### src/rtl/memory_bus_pkg.sv
// rtl/memory_bus_pkg.sv - shared state encoding and constants for the memory bus arbiter
package memory_bus_pkg;

    typedef enum logic [1:0] {
        IDLE = 2'd0,
        WAIT = 2'd1,
        DONE = 2'd2
    } bus_state_e;

    localparam int MAX_BUS_WIDTH = 64;

    // Returned to the requester when memory never answers; sliced to BUS_WIDTH.
    localparam logic [MAX_BUS_WIDTH-1:0] TIMEOUT_READ_DATA = {MAX_BUS_WIDTH{1'b1}};

    function automatic int count_width(input int limit);
        return (limit < 2) ? 1 : $clog2(limit + 1);
    endfunction

endpackage

### src/rtl/bus_timeout_counter.sv
// rtl/bus_timeout_counter.sv - wait-cycle counter; expired flags the last allowed cycle
module bus_timeout_counter #(
    parameter int WIDTH = 9
) (
    input  logic             clk,
    input  logic             reset,
    input  logic             clear,
    input  logic             enable,
    input  logic [WIDTH-1:0] limit,
    output logic             expired
);

    logic [WIDTH-1:0] count;

    always_ff @(posedge clk or negedge reset) begin
        if (!reset) begin
            count <= '0;
        end else if (clear) begin
            count <= '0;
        end else if (enable) begin
            count <= count + WIDTH'(1);
        end
    end

    // A limit of zero never expires.
    assign expired = enable && (limit != '0) && (count == limit - WIDTH'(1));

endmodule

### src/rtl/memory_bus_arbiter.sv
// rtl/memory_bus_arbiter.sv - shares one memory port between a pulsed controller and a level core
module memory_bus_arbiter
    import memory_bus_pkg::*;
#(
    parameter int BUS_WIDTH      = 32,
    parameter int TIMEOUT_CYCLES = 360
) (
    input  logic                 clk,
    input  logic                 reset,
    input  logic                 sel_core,
    output logic                 owner,
    output logic                 busy,
    input  logic                 ctrl_read,
    input  logic                 ctrl_write,
    input  logic [BUS_WIDTH-1:0] ctrl_address,
    input  logic [BUS_WIDTH-1:0] ctrl_write_data,
    output logic                 ctrl_response,
    output logic [BUS_WIDTH-1:0] ctrl_read_data,
    input  logic                 core_read,
    input  logic                 core_write,
    input  logic [BUS_WIDTH-1:0] core_address,
    input  logic [BUS_WIDTH-1:0] core_write_data,
    output logic                 core_response,
    output logic [BUS_WIDTH-1:0] core_read_data,
    output logic                 mem_read,
    output logic                 mem_write,
    output logic [BUS_WIDTH-1:0] mem_address,
    output logic [BUS_WIDTH-1:0] mem_write_data,
    input  logic [BUS_WIDTH-1:0] mem_read_data,
    input  logic                 mem_response,
    output logic                 timeout_error,
    output logic                 ctrl_overrun,
    input  logic                 error_clear
);

    localparam int                   CNT_W = count_width(TIMEOUT_CYCLES);
    localparam logic [BUS_WIDTH-1:0] FILL  = TIMEOUT_READ_DATA[BUS_WIDTH-1:0];

    bus_state_e           state;
    logic                 pend_valid;
    logic                 pend_write;
    logic [BUS_WIDTH-1:0] pend_addr;
    logic [BUS_WIDTH-1:0] pend_data;
    logic                 txn_core;
    logic                 expired;

    logic ctrl_req, eligible, issue, pend_take, latch_free, capture, overrun_evt;
    logic mem_done, timeout_evt;
    logic [BUS_WIDTH-1:0] result;

    assign ctrl_req    = ctrl_read | ctrl_write;
    assign eligible    = owner ? (core_read | core_write) : pend_valid;
    assign issue       = (state == IDLE) && eligible;
    assign pend_take   = issue && !owner;
    // The latch may refill on the same edge its current entry is issued.
    assign latch_free  = !pend_valid || pend_take;
    assign capture     = ctrl_req && latch_free;
    assign overrun_evt = ctrl_req && !latch_free;
    assign mem_done    = (state == WAIT) && mem_response;
    assign timeout_evt = (state == WAIT) && !mem_response && expired;
    assign result      = mem_done ? mem_read_data : FILL;

    bus_timeout_counter #(.WIDTH(CNT_W)) u_timeout (
        .clk     (clk),
        .reset   (reset),
        .clear   (issue),
        .enable  (state == WAIT),
        .limit   (CNT_W'(TIMEOUT_CYCLES)),
        .expired (expired)
    );

    always_ff @(posedge clk or negedge reset) begin
        if (!reset) begin
            state          <= IDLE;
            owner          <= 1'b0;
            busy           <= 1'b0;
            pend_valid     <= 1'b0;
            pend_write     <= 1'b0;
            pend_addr      <= '0;
            pend_data      <= '0;
            txn_core       <= 1'b0;
            mem_read       <= 1'b0;
            mem_write      <= 1'b0;
            mem_address    <= '0;
            mem_write_data <= '0;
            ctrl_response  <= 1'b0;
            ctrl_read_data <= '0;
            core_response  <= 1'b0;
            core_read_data <= '0;
            timeout_error  <= 1'b0;
            ctrl_overrun   <= 1'b0;
        end else begin
            mem_read      <= 1'b0;
            mem_write     <= 1'b0;
            ctrl_response <= 1'b0;
            core_response <= 1'b0;

            if (capture) begin
                pend_valid <= 1'b1;
                pend_write <= ctrl_write;
                pend_addr  <= ctrl_address;
                pend_data  <= ctrl_write_data;
            end else if (pend_take) begin
                pend_valid <= 1'b0;
            end

            ctrl_overrun  <= overrun_evt | (ctrl_overrun & ~error_clear);
            timeout_error <= timeout_evt | (timeout_error & ~error_clear);

            case (state)
                IDLE: begin
                    owner <= sel_core;
                    if (issue) begin
                        // Route the response to whoever issued, even if owner flips now.
                        txn_core       <= owner;
                        mem_address    <= owner ? core_address : pend_addr;
                        mem_write_data <= owner ? core_write_data : pend_data;
                        mem_write      <= owner ? core_write : pend_write;
                        mem_read       <= owner ? !core_write : !pend_write;
                        busy           <= 1'b1;
                        state          <= WAIT;
                    end
                end
                WAIT: begin
                    if (mem_done || timeout_evt) begin
                        if (txn_core) begin
                            core_read_data <= result;
                            core_response  <= 1'b1;
                        end else begin
                            ctrl_read_data <= result;
                            ctrl_response  <= 1'b1;
                        end
                        state <= DONE;
                    end
                end
                DONE: begin
                    busy  <= 1'b0;
                    state <= IDLE;
                end
                default: state <= IDLE;
            endcase
        end
    end

endmodule

### config.mk
export PLATFORM = sky130hd
export DESIGN_NAME = memory_bus_arbiter
export DESIGN_NICKNAME = d
export VERILOG_FILES = /design/src/rtl/memory_bus_pkg.sv /design/src/rtl/bus_timeout_counter.sv /design/src/rtl/memory_bus_arbiter.sv
export SDC_FILE = /design/constraint.sdc
export NUM_CORES = 1
export LEC_CHECK = 0
export CAP_MARGIN = 0
export CELL_PAD_IN_SITES_DETAIL_PLACEMENT = 1
export CELL_PAD_IN_SITES_GLOBAL_PLACEMENT = 2
export CORE_MARGIN = 3
export CORE_UTILIZATION = 27
export DETAILED_ROUTE_END_ITERATION = 10
export GPL_ROUTABILITY_DRIVEN = 0
export PLACE_DENSITY = 0.73
export SLEW_MARGIN = 20
export SYNTH_ARGS = -nofsm -noshare
export SYNTH_HDL_FRONTEND = slang
export SYNTH_SLANG_ARGS = --single-unit
### constraint.sdc
create_clock -name clk -period 1.9 [get_ports clk]
set_input_delay 0.38 -clock clk [delete_from_list [all_inputs] [get_ports clk]]
set_output_delay 0.38 -clock clk [all_outputs]
set_load 0.02 [all_outputs]
# Word-level counts from Yosys, hierarchy flattened
# Index checks and enable logic that the tools add are counted.
# word_totals
out_inout_bits,136
in_bits,169
elab_cells,83
regBits,214
# op_classes
addsub,1
n_reduce_logical,25
eq_ne,5
mux,25
bitwise,8
# op_table
cell,count
$mux W32,3
$mux W9,2
$mux W1,16
$add A9 B1 Y9 const B,1
$eq A9 B9 Y1 const B,1
$logic_and A1 B1 Y1,8
$logic_not A1 Y1,6
$reduce_and A2 Y1,3
$reduce_and A3 Y1,2
$reduce_bool A2 Y1,3
$mux W2,2
$ne A2 B2 Y1 const B,2
$or A1 B1 Y1,4
$pmux W2 S2,1
$and A1 B1 Y1,2
$eq A2 B1 Y1 const B,1
$eq A2 B2 Y1 const B,1
$logic_not A2 Y1,1
$logic_or A1 B1 Y1,2
$not A1 Y1,2
$pmux W1 S2,1

# Longest topological paths before layout
# Gate-level depths: netlist of run 1.
# logic_depth
ltp_word,8
depth_mapped,6
mapped_depth_nobuf,4

# Cells and area by module
# From an unflattened synthesis of run 1, not the netlist that was laid out.
# hier_totals
cells_unflattened,620
hier_area_um2,9118.7
# by_module_without_submodules
mod,seq_area_each_um2,area_per_inst_um2,cells_each,instances
memory_bus_arbiter,5129.9,8343.0,528,1
bus_timeout_counter,225.2,775.7,92,1

# Worst setup path after synthesis of run 1
# No wires, ideal clock.
# synth_path
kind,reg2reg
start,register owner
end,register pend_addr[0]
period_less_slack_ps,1947
arrival_time_ps,1822
t_required_ps,1775
slack_ps,-47
stages_incl_launch_ff,7
setup_ps,125
n_path_buf,3
cell_sequence,dfrtp_1 -> buf_2 -> o31ai_1 -> o21a_1 -> buf_4 -> buf_6 -> mux2_2
# synth_between
elab_chain_cells,5
elab_cells_between_ends,6
cone_classes,mux: 1; reduce/logical: 5
# synth_rtl
element,line_no,source
start: declaration,memory_bus_arbiter.sv:11,"output logic owner,"
start signal: assignment,memory_bus_arbiter.sv:112,owner <= sel_core;
$mux W1,memory_bus_arbiter.sv:52,assign eligible = owner ? (core_read | core_write) : pend_valid;
$logic_and A1 B1 Y1,memory_bus_arbiter.sv:53,assign issue = (state == IDLE) && eligible;
$logic_and A1 B1 Y1 (*),memory_bus_arbiter.sv:54,assign pend_take = issue && !owner;
$logic_or A1 B1 Y1 (*),memory_bus_arbiter.sv:56,assign latch_free = !pend_valid || pend_take;
$logic_and A1 B1 Y1 (*),memory_bus_arbiter.sv:57,assign capture = ctrl_req && latch_free;
end signal: assignment,memory_bus_arbiter.sv:101,pend_addr <= ctrl_address;
end: declaration,memory_bus_arbiter.sv:42,logic [BUS_WIDTH-1:0] pend_addr;
# Every way passes the cells marked *; elsewhere a longest branch is shown, timed or not.
# A chain may end at the register's enable or synchronous reset.

# Worst setup path after layout of run 1
# layout_path
start,register mem_address[28]
end,output mem_address[28]
# layout_rtl
element,line_no,source
start: declaration,memory_bus_arbiter.sv:27,"output logic [BUS_WIDTH-1:0] mem_address,"
start signal: assignment,memory_bus_arbiter.sv:116,mem_address <= owner ? core_address : pend_addr;
# No word-level cell between the ends.

==> flow_summary.toml, run 1 <==
[timing]
setup_viol = 0
setup_tns_ns = 0
worstMarginPinSlew_ns = 0.479
min_period_ns = 1.85
slew_viol_final = 0
slew_headroom_pct = 68.1
skew_ns = 0.0119
fmax_mhz = 540
rsz0062_at_grt = "no"
hold_viol = 0
post-route-period-util_pct = 97.5

[pwr]
pwr_density_cell_nw_per_um2 = 1730
max-vdd-ir-drop_uv = 814
p_leak_nw = 6.32

[yosys]
synth_fp_nets = 890
ys_types = 39
ys_ff_latch = 214
ys_warn_count = 0
synth_flop_cell = "dfrtp_1"
netlist.area_leader.share_pct = 56.1
synth-edff-count = 0
ys_async_sr_fraction_pct = 100
synth_area_um2 = 9550
ys_seq_area_share_pct = 56.1
yosys-top-cells-area = "dfrtp_1, mux2_2, a2bb2oi_1"
synth_top_area_cell = "dfrtp_1"
syn_inst = 720
synth_area_per_cell_um2 = 13.3

[clock_network]
h-tree-depth = 1
clkLatencyLatePin_ns = 0.53
clkSlewWorstSetupHoldPaths_ns = 0.06
numCtsBuffers = 27
cts_tree = "built"
cts_buffer_depth = 3
cts-root-buf = "clkbuf_16"
postCtsSetupRepairBufs = 0
cts.sinks = 214

[drt]
firstDrtPassIters = 4
drc = 0
num_vias = 7060
wl_per_cell_um = 19.0
wirelength_mm = 29.0
drt.antenna.violating_nets = 0
drtIter0Drc = 212
viasPerCell = 4.63

[worst_setup_path]
worst_ep_required_time_ns = 1.52
crit_path_start = "mem_address[28]$_DFFE_PN0P_"
worst_path_max_delay_cell = "clkdlybuf4s50_1"
timing.critical_path.buf_inv = 1
timing.rr.start = "state[1]$_DFFE_PN0P_"
critical-path-max-stage-delay_ns = 0.61
crit_fanout = 2
critical_path_arrival_ns = 1.47
path_class = "register to output port"
crit_family = "buffers and inverters"
cp_cell_sequence = "clkdlybuf4s50_1"
worstSetupEndpointType = "output port"
worstSetupStartpointType = "register"

[run]
max_cap_violations = 0

[die]
fp-row-count = 68
die_area_um2 = 37700
start_util_pct = 27.5
io-pin-count = 305
coreArea_um2 = 34700
dieWidth_um = 194
dieHeight_um = 194

[hold_path]
hold_path_class = "input port to async pin"

[layout]
nFillCells = 3734
seq_area_um2 = 5360
nets = 1226
drive_gt1_share_pct = 27.0
multiInputGateArea_um2 = 3880
areaGrowthSynthToFinish_pct = 50.0
postLayoutCoreUtil_pct = 41.3
n_antenna_cell = 0

[global_route]
grt_overflow = 0
grt.total_usage_pct = 15.0
grt_max_degree = 59
grt_pass1_vias = 7815
grt_first_pass_wirelength_mm = 45.8
antenna_found_initial = 4

[placed_design]
numPortBuffers = 304
hpwl_mm = 21.4

[status]
status = "finished clean"
[where the power goes]
part	switching [mW]	total, mW	internal, mW
sequential	1.34	8.04	6.71
clock	1.94	4.90	2.95
combinational	5.55	11.9	6.36
total	8.83	24.8	16.0
[final timing paths]
kind | slack, ns | depth (start not counted) | end
max in group asynchronous | 0.80 | 3 | txn_core$_DFFE_PN0P_
max | 0.05 | 1 | mem_address[28]
min | 0.36 | 2 | pend_data[27]$_DFFE_PN0P_
max reg2reg | 0.12 | 5 | mem_write_data[6]$_DFFE_PN0P_
min in group clk | 0.46 | 2 | pend_data[22]$_DFFE_PN0P_
min reg2reg | 0.49 | 1 | mem_write_data[9]$_DFFE_PN0P_
[stage by stage]
stage | power (mW) | hold WS, ns | area (µm²) | worst slack, ns | std cells
after floorplan | 15.4 | 0.0844 | 9560 | -0.00881 | 720
after global placement | 20.8 | 0.338 | 13600 | -0.0963 | 1481
after detailed placement | 21.1 | 0.333 | 13600 | -0.134 | 1481
after CTS | 25.4 | 0.351 | 14300 | 0.000499 | 1526
after global routing | 26.6 | 0.368 | 14300 | 0.000264 | 1526
final | 24.8 | 0.363 | 14300 | 0.0480 | 1526
[final cells by class]
type                    instances  share of cell area (%)
inverters                       5                   0.131
flip-flops and latches        214                    37.4
multi-input cells             449                    27.1
well taps                     455                    3.97
clock inverters                12                   0.803
repair buffers                359                    25.5
clock buffers                  32                    5.06
[cells by family after synthesis]
group | count (synthesis) | synth area share (%)
flip-flops | 214 | 56.1
multiplexers | 197 | 23.2
AO/OA/AOI/OAI | 153 | 11.7
AND/OR/NAND/NOR | 98 | 5.62
buffers and inverters | 57 | 3.37
adder cells (fa/ha/maj) | 1 | 0.131
[Yosys cell counts, drive strengths merged, types with 3 or more instances]
cell type	number
inv	5
o31ai	4
mux2i	3
mux2	194
o21bai	32
nand2	37
o21ai	39
nand3	4
dfrtp	214
nand2b	33
a21oi	8
nor2	4
buf	23
or3	5
clkbuf	29
a2bb2oi	64
[flip-flops by register name, summed over array words and instances, names as in the netlist]
register         count
txn_core             1
ctrl_read_data      32
mem_read             1
owner                1
pend_addr           32
mem_write_data      32
busy                 1
pend_write           1
mem_address         32
pend_valid           1
ctrl_response        1
timeout_error        1
pend_data           32
u_timeout.count      9
core_read_data      32
state                2
mem_write            1
core_response        1
ctrl_overrun         1
[repair_timing]
action / in CTS / in global routing
endpoints found under the hold margin: 38 / 0
hold buffers: 1 / 0
pin swaps: 0 / 0
resized for setup: 121 / 14
endpoints found under the setup margin: 118 / 14
[per-layer routing]
metal,track usage (%),vias up,share of wire (%)
li1,-,3284,-
met1,19.2,3487,43
met2,23.2,235,44
met4,2.95,8,1.6
met5,0,-,0.15
met3,7.28,46,11
[cell usage in the layout (no fill, tap or decap), drive strengths merged, types with 2 or more instances in the layout]
| cell | instances |
|---|---|
| a21oi | 8 |
| o21bai | 32 |
| dfrtp | 214 |
| clkdlybuf4s50 | 171 |
| inv | 5 |
| dlymetal6s2s | 14 |
| nor3 | 2 |
| nand2 | 37 |
| o21a | 2 |
| nand4b | 2 |
| clkinvlp | 2 |
| mux2 | 194 |
| a2bb2oi | 64 |
| nand3 | 4 |
| dlygate4sd2 | 117 |
| nor3b | 2 |
| bufinv | 2 |
| o21ai | 39 |
| nand2b | 33 |
| mux2i | 3 |
| nor2 | 4 |
| buf | 56 |
| o31ai | 4 |
| clkbuf | 32 |
| or3 | 5 |
| and2 | 2 |
| clkinv | 8 |
Power figures use the tool's default switching activity.
==> inputs of run 2 (changes only) <==
CORE_MARGIN = 2   (was 3)
MAX_ROUTING_LAYER = met4   (was not set)
==> run 2 against run 1 <==
  * Sequential cell count did not move
  * First-iteration DRC count fell by 3.8%
  * Global-route usage up 1.1 points
  * Clock-buffer cell count grew 7
  * Wire length down 0.40%
  * Highest routed layer is now met4
==> flow_summary.toml, run 2 (synthesis gave the netlist of run 1 again) <==
[timing]
slew_headroom_pct = 69.6
min_period_ns = 1.84
worstMarginPinSlew_ns = 0.456
skew_ns = 0.0150
setup_slack_ns = 0.0575
setup_viol = 0
whs_ns = 0.321
fmax_mhz = 543
rsz0062_at_grt = "no"
slew_viol_final = 0
hold_viol = 0
post-route-period-util_pct = 97.0

[placed_design]
hpwl_mm = 20.6
numPortBuffers = 304
pre_cts_slack_ns = -0.134
place_inst = 1463

[drt]
viasPerCell = 4.60
firstDrtPassIters = 4
wirelength_mm = 28.9
wl_per_cell_um = 19.0
drtIter0Drc = 204
num_vias = 7001
drc = 0
drt.antenna.violating_nets = 0

[worst_setup_path]
worst_ep_required_time_ns = 1.52
path_class = "register to output port"
crit_fanout = 1
critical_path_arrival_ns = 1.46
critical-path-max-stage-delay_ns = 0.61
cp_cell_sequence = "clkdlybuf4s50_1"
reg2reg_to = "mem_address[27]$_DFFE_PN0P_"
timing.rr.start = "state[1]$_DFFE_PN0P_"
worstSetupEndpointType = "output port"
crit_family = "buffers and inverters"
worstSetupStartpointType = "register"
worst_path_max_delay_cell = "clkdlybuf4s50_1"
r2r_slack_ns = 0.09
timing.critical_path.buf_inv = 1
reg2reg_depth = 5

[hold_path]
hold_path_class = "input port to async pin"

[layout]
stdcell_count = 1521
areaGrowthSynthToFinish_pct = 47.7
layout_commonest_cell = "dfrtp_1"
drive_gt1_share_pct = 25.9
postLayoutCoreUtil_pct = 40.6
nFillCells = 3760
final_cell_mix = "dfrtp_1, mux2_2, clkdlybuf4s50_1"
nets = 1210

[pwr]
max-vdd-ir-drop_uv = 901
p_leak_nw = 6.15
clkPwrFrac_pct = 20.6
comb_power_share_pct = 46.8
power.share.sequential_pct = 32.6
power.switching_mw = 8.81
swShare_pct = 36.0
pwr_density_cell_nw_per_um2 = 1730
p_int_mw = 15.6

[die]
io-pin-count = 305
dieHeight_um = 192
coreArea_um2 = 34700
start_util_pct = 27.5
fp-row-count = 68
dieWidth_um = 192
die_area_um2 = 36900

[clock_network]
h-tree-depth = 1
clkSlewWorstSetupHoldPaths_ns = 0.06
cts_tree = "built"
cts.sinks = 214
clkLatencyLatePin_ns = 0.54
cts-root-buf = "clkbuf_16"
numCtsBuffers = 27
cts_buffer_depth = 3

[global_route]
grt_first_pass_wirelength_mm = 44.8
grt.total_usage_pct = 16.1
grt_max_degree = 127
grt_pass1_vias = 7803
grt_overflow = 0
antenna_found_initial = 6

[run]
max_cap_violations = 0

[status]
status = "finished clean"
[run 2: changes by cell type in the layout (fill, tap and decap cells not counted), sizes merged, moves of 2 or more]
cell           before  now
dlygate4sd2       117  131
diode               0    6
clkdlybuf4s50     171  168
clkbuf             32   39
dlymetal6s2s       14    3
clkinvlp            2    0
buf                56   39
[run 2: per-layer routing]
metal  vias up  global-route usage (%)  routed length [µm]
met3        32                    7.84                3430
li1       3268                       -                   -
met5         -                       -                   0
met2       240                    25.1               13000
met1      3461                    18.9               12000
met4         0                    3.20                 529
[run 2: power groups by stage]
stage	logic, mW	clock network, mW	registers, mW
after detailed placement	12.5	0	8.12
after global routing	12.4	5.42	8.31
after CTS	11.6	5.23	8.03
final	11.4	5.04	7.98
after global placement	12.3	0	8.05
after floorplan	6.02	0	9.38
[run 2: layout make-up]
class / instances / area (µm²) / share of cell area, %
diodes: 6 / 15.0 / 0.106
inverters: 5 / 18.8 / 0.133
flip-flops and latches: 214 / 5360 / 38.0
clock buffers: 39 / 791 / 5.60
clock inverters: 10 / 93.8 / 0.665
repair buffers: 343 / 3380 / 23.9
multi-input cells: 449 / 3880 / 27.5
well taps: 455 / 569 / 4.04
[run 2: worst max-delay path by stage]
stage               depth (start not counted)                          start                           to  slack [ns]
global route                                1            mem_write$_DFF_PN0_                    mem_write       0.006
CTS                                         1  mem_write_data[8]$_DFFE_PN0P_            mem_write_data[8]      0.0002
floorplan                                   5              owner$_DFFE_PN0P_  mem_address[10]$_DFFE_PN0P_      -0.009
finish                                      1            mem_write$_DFF_PN0_                    mem_write        0.06
detailed placement                          6                     core_write  mem_address[27]$_DFFE_PN0P_       -0.13
global placement                            6                     core_write  mem_address[28]$_DFFE_PN0P_       -0.10
[run 2: repair_timing]
item,4_1_cts,5_1_grt
resized for setup,134,3
hold buffers,1,0
setup endpoints to repair,132,4
hold endpoints to repair,39,0
buffers inserted,0,2
[run 2: per-stage QoR]
stage | cell area, µm² | setup TNS (ns) | total power [mW]
final | 14100 | 0 | 24.4
after global routing | 14100 | 0 | 26.1
after CTS | 14100 | 0 | 24.9
after detailed placement | 13300 | -9.32 | 20.6
after global placement | 13300 | -6.47 | 20.3
after floorplan | 9560 | -0.176 | 15.4
==> inputs of run 3 (changes only) <==
--- a/constraint.sdc
+++ b/constraint.sdc
@@ -3,2 +3,2 @@
 set_output_delay 0.38 -clock clk [all_outputs]
-set_load 0.02 [all_outputs]
+set_load 0.01 [all_outputs]
==> run 3 against run 2 <==
  * Die area stayed put
  * First-iteration DRC count is 9.8% lower
  * Clock power is 2% lower
  * Sequential share of layout area is 1.3 points lower
  * Fmax is 0.62% lower
  * Core utilization is 1.5 points higher
  * Clock-buffer cell count is 3 higher
  * Critical path type unchanged
  * Largest cell class unchanged
  * Largest power group unchanged
  * Highest routed layer unchanged
==> flow_summary.toml, run 3 (synthesis gave the netlist of run 1 again) <==
[status]
status = "finished clean"

[pwr]
max-vdd-ir-drop_uv = 845
power.share.sequential_pct = 32.7
p_int_mw = 16.8
swShare_pct = 32.6
power.total_mw = 24.9
pwr_density_cell_nw_per_um2 = 1700
comb_power_share_pct = 47.5
clkPwrFrac_pct = 19.8
power.switching_mw = 8.10
p_leak_nw = 6.53

[clock_network]
numCtsBuffers = 27
clkLatencyLatePin_ns = 0.55
h-tree-depth = 1
cts-root-buf = "clkbuf_16"
cts_tree = "built"
clkSlewWorstSetupHoldPaths_ns = 0.06
cts.sinks = 214
cts_buffer_depth = 3

[worst_setup_path]
crit_fanout = 3
worst_path_max_delay_cell = "clkdlybuf4s50_1"
r2r_slack_ns = 0.06
path_class = "register to output port"
cp_cell_sequence = "clkdlybuf4s50_1"
worst_ep_required_time_ns = 1.52
critical_path_arrival_ns = 1.47
worstSetupEndpointType = "output port"
timing.critical_path.buf_inv = 1
crit_family = "buffers and inverters"
critical-path-max-stage-delay_ns = 0.57
worstSetupStartpointType = "register"

[drt]
drtIter0Drc = 184
num_vias = 7078
drt.antenna.violating_nets = 0
wl_per_cell_um = 19.6
drc = 0
wirelength_mm = 30.1
viasPerCell = 4.62
firstDrtPassIters = 4

[die]
coreArea_um2 = 34700
dieWidth_um = 192
start_util_pct = 27.5
fp-row-count = 68
die_area_um2 = 36900
dieHeight_um = 192
io-pin-count = 305

[layout]
areaGrowthSynthToFinish_pct = 53.0
layout_commonest_cell = "clkdlybuf4s50_1"
nets = 1223
final_cell_mix = "clkdlybuf4s50_1, dfrtp_1, mux2_2"
drive_gt1_share_pct = 26.9
final_area_um2 = 14600
postLayoutCoreUtil_pct = 42.1
multiInputGateArea_um2 = 3900
stdcell_count = 1532
seq_area_um2 = 5360
nFillCells = 3645

[global_route]
grt.total_usage_pct = 16.7
antenna_found_initial = 5
grt_pass1_vias = 7840
grt_max_degree = 66
grt_overflow = 0
grt_first_pass_wirelength_mm = 46.2

[timing]
setup_viol = 0
setup_slack_ns = 0.0460
worstMarginPinSlew_ns = 0.424
whs_ns = 0.323
skew_ns = 0.0217
min_period_ns = 1.85
post-route-period-util_pct = 97.6
fmax_mhz = 539
hold_viol = 0
slew_headroom_pct = 71.7
slew_viol_final = 0
setup_tns_ns = 0

[placed_design]
placed_area_um2 = 13500
numPortBuffers = 304
hpwl_mm = 20.7
pre_cts_slack_ns = -0.145
place_inst = 1472

[hold_path]
hold_path_class = "input port to async pin"

[run]
max_cap_violations = 0
==> run 3: path summary, 6_finish.rpt <==
kind / start / cells after the start / endpoint
worst max register to register: state[1]$_DFFE_PN0P_ / 6 / mem_address[29]$_DFFE_PN0P_
min in group clk: ctrl_address[13] / 2 / pend_addr[13]$_DFFE_PN0P_
worst max-delay path: core_read_data[26]$_DFFE_PN0P_ / 1 / core_read_data[26]
max in group asynchronous: reset / 3 / ctrl_read_data[17]$_DFFE_PN0P_
worst min-delay path: reset / 2 / pend_addr[14]$_DFFE_PN0P_
worst min register to register: mem_write_data[2]$_DFFE_PN0P_ / 1 / mem_write_data[2]$_DFFE_PN0P_
==> run 3: final cells by class <==
| cell class | instances | share of cell area [%] |
|---|---|---|
| inverter | 5 | 0.128 |
| multi-input combinational | 449 | 26.7 |
| timing repair buffer | 356 | 26.6 |
| sequential | 214 | 36.7 |
| clock inverter | 6 | 0.325 |
| clock buffer | 42 | 5.56 |
| antenna | 5 | 0.0856 |
| tap | 455 | 3.89 |
==> run 3: routing by layer <==
metal	part of all wire (%)	GRT usage (%)	up-vias
met3	11	7.88	34
li1	-	-	3296
met5	0	-	-
met1	42	20.2	3515
met2	45	25.7	233
met4	1.9	3.35	0
==> run 3: power by group through the flow <==
stage | clock network (mW) | registers, mW | logic (mW)
final | 4.92 | 8.12 | 11.8
after global routing | 5.32 | 8.46 | 12.8
after CTS | 5.10 | 8.17 | 11.9
after detailed placement | 0 | 8.21 | 11.7
after global placement | 0 | 8.15 | 11.5
after floorplan | 0 | 8.39 | 6.02
==> run 3: what timing repair did <==
| action | in CTS | in global routing |
|---|---|---|
| buffers inserted | 1 | 2 |
| endpoints found under the hold margin | 39 | 0 |
| pin swaps | 0 | 1 |
| gates cloned | 2 | 1 |
| hold buffers | 1 | 0 |
| gates resized for setup | 30 | 51 |
| setup endpoints to repair | 28 | 149 |
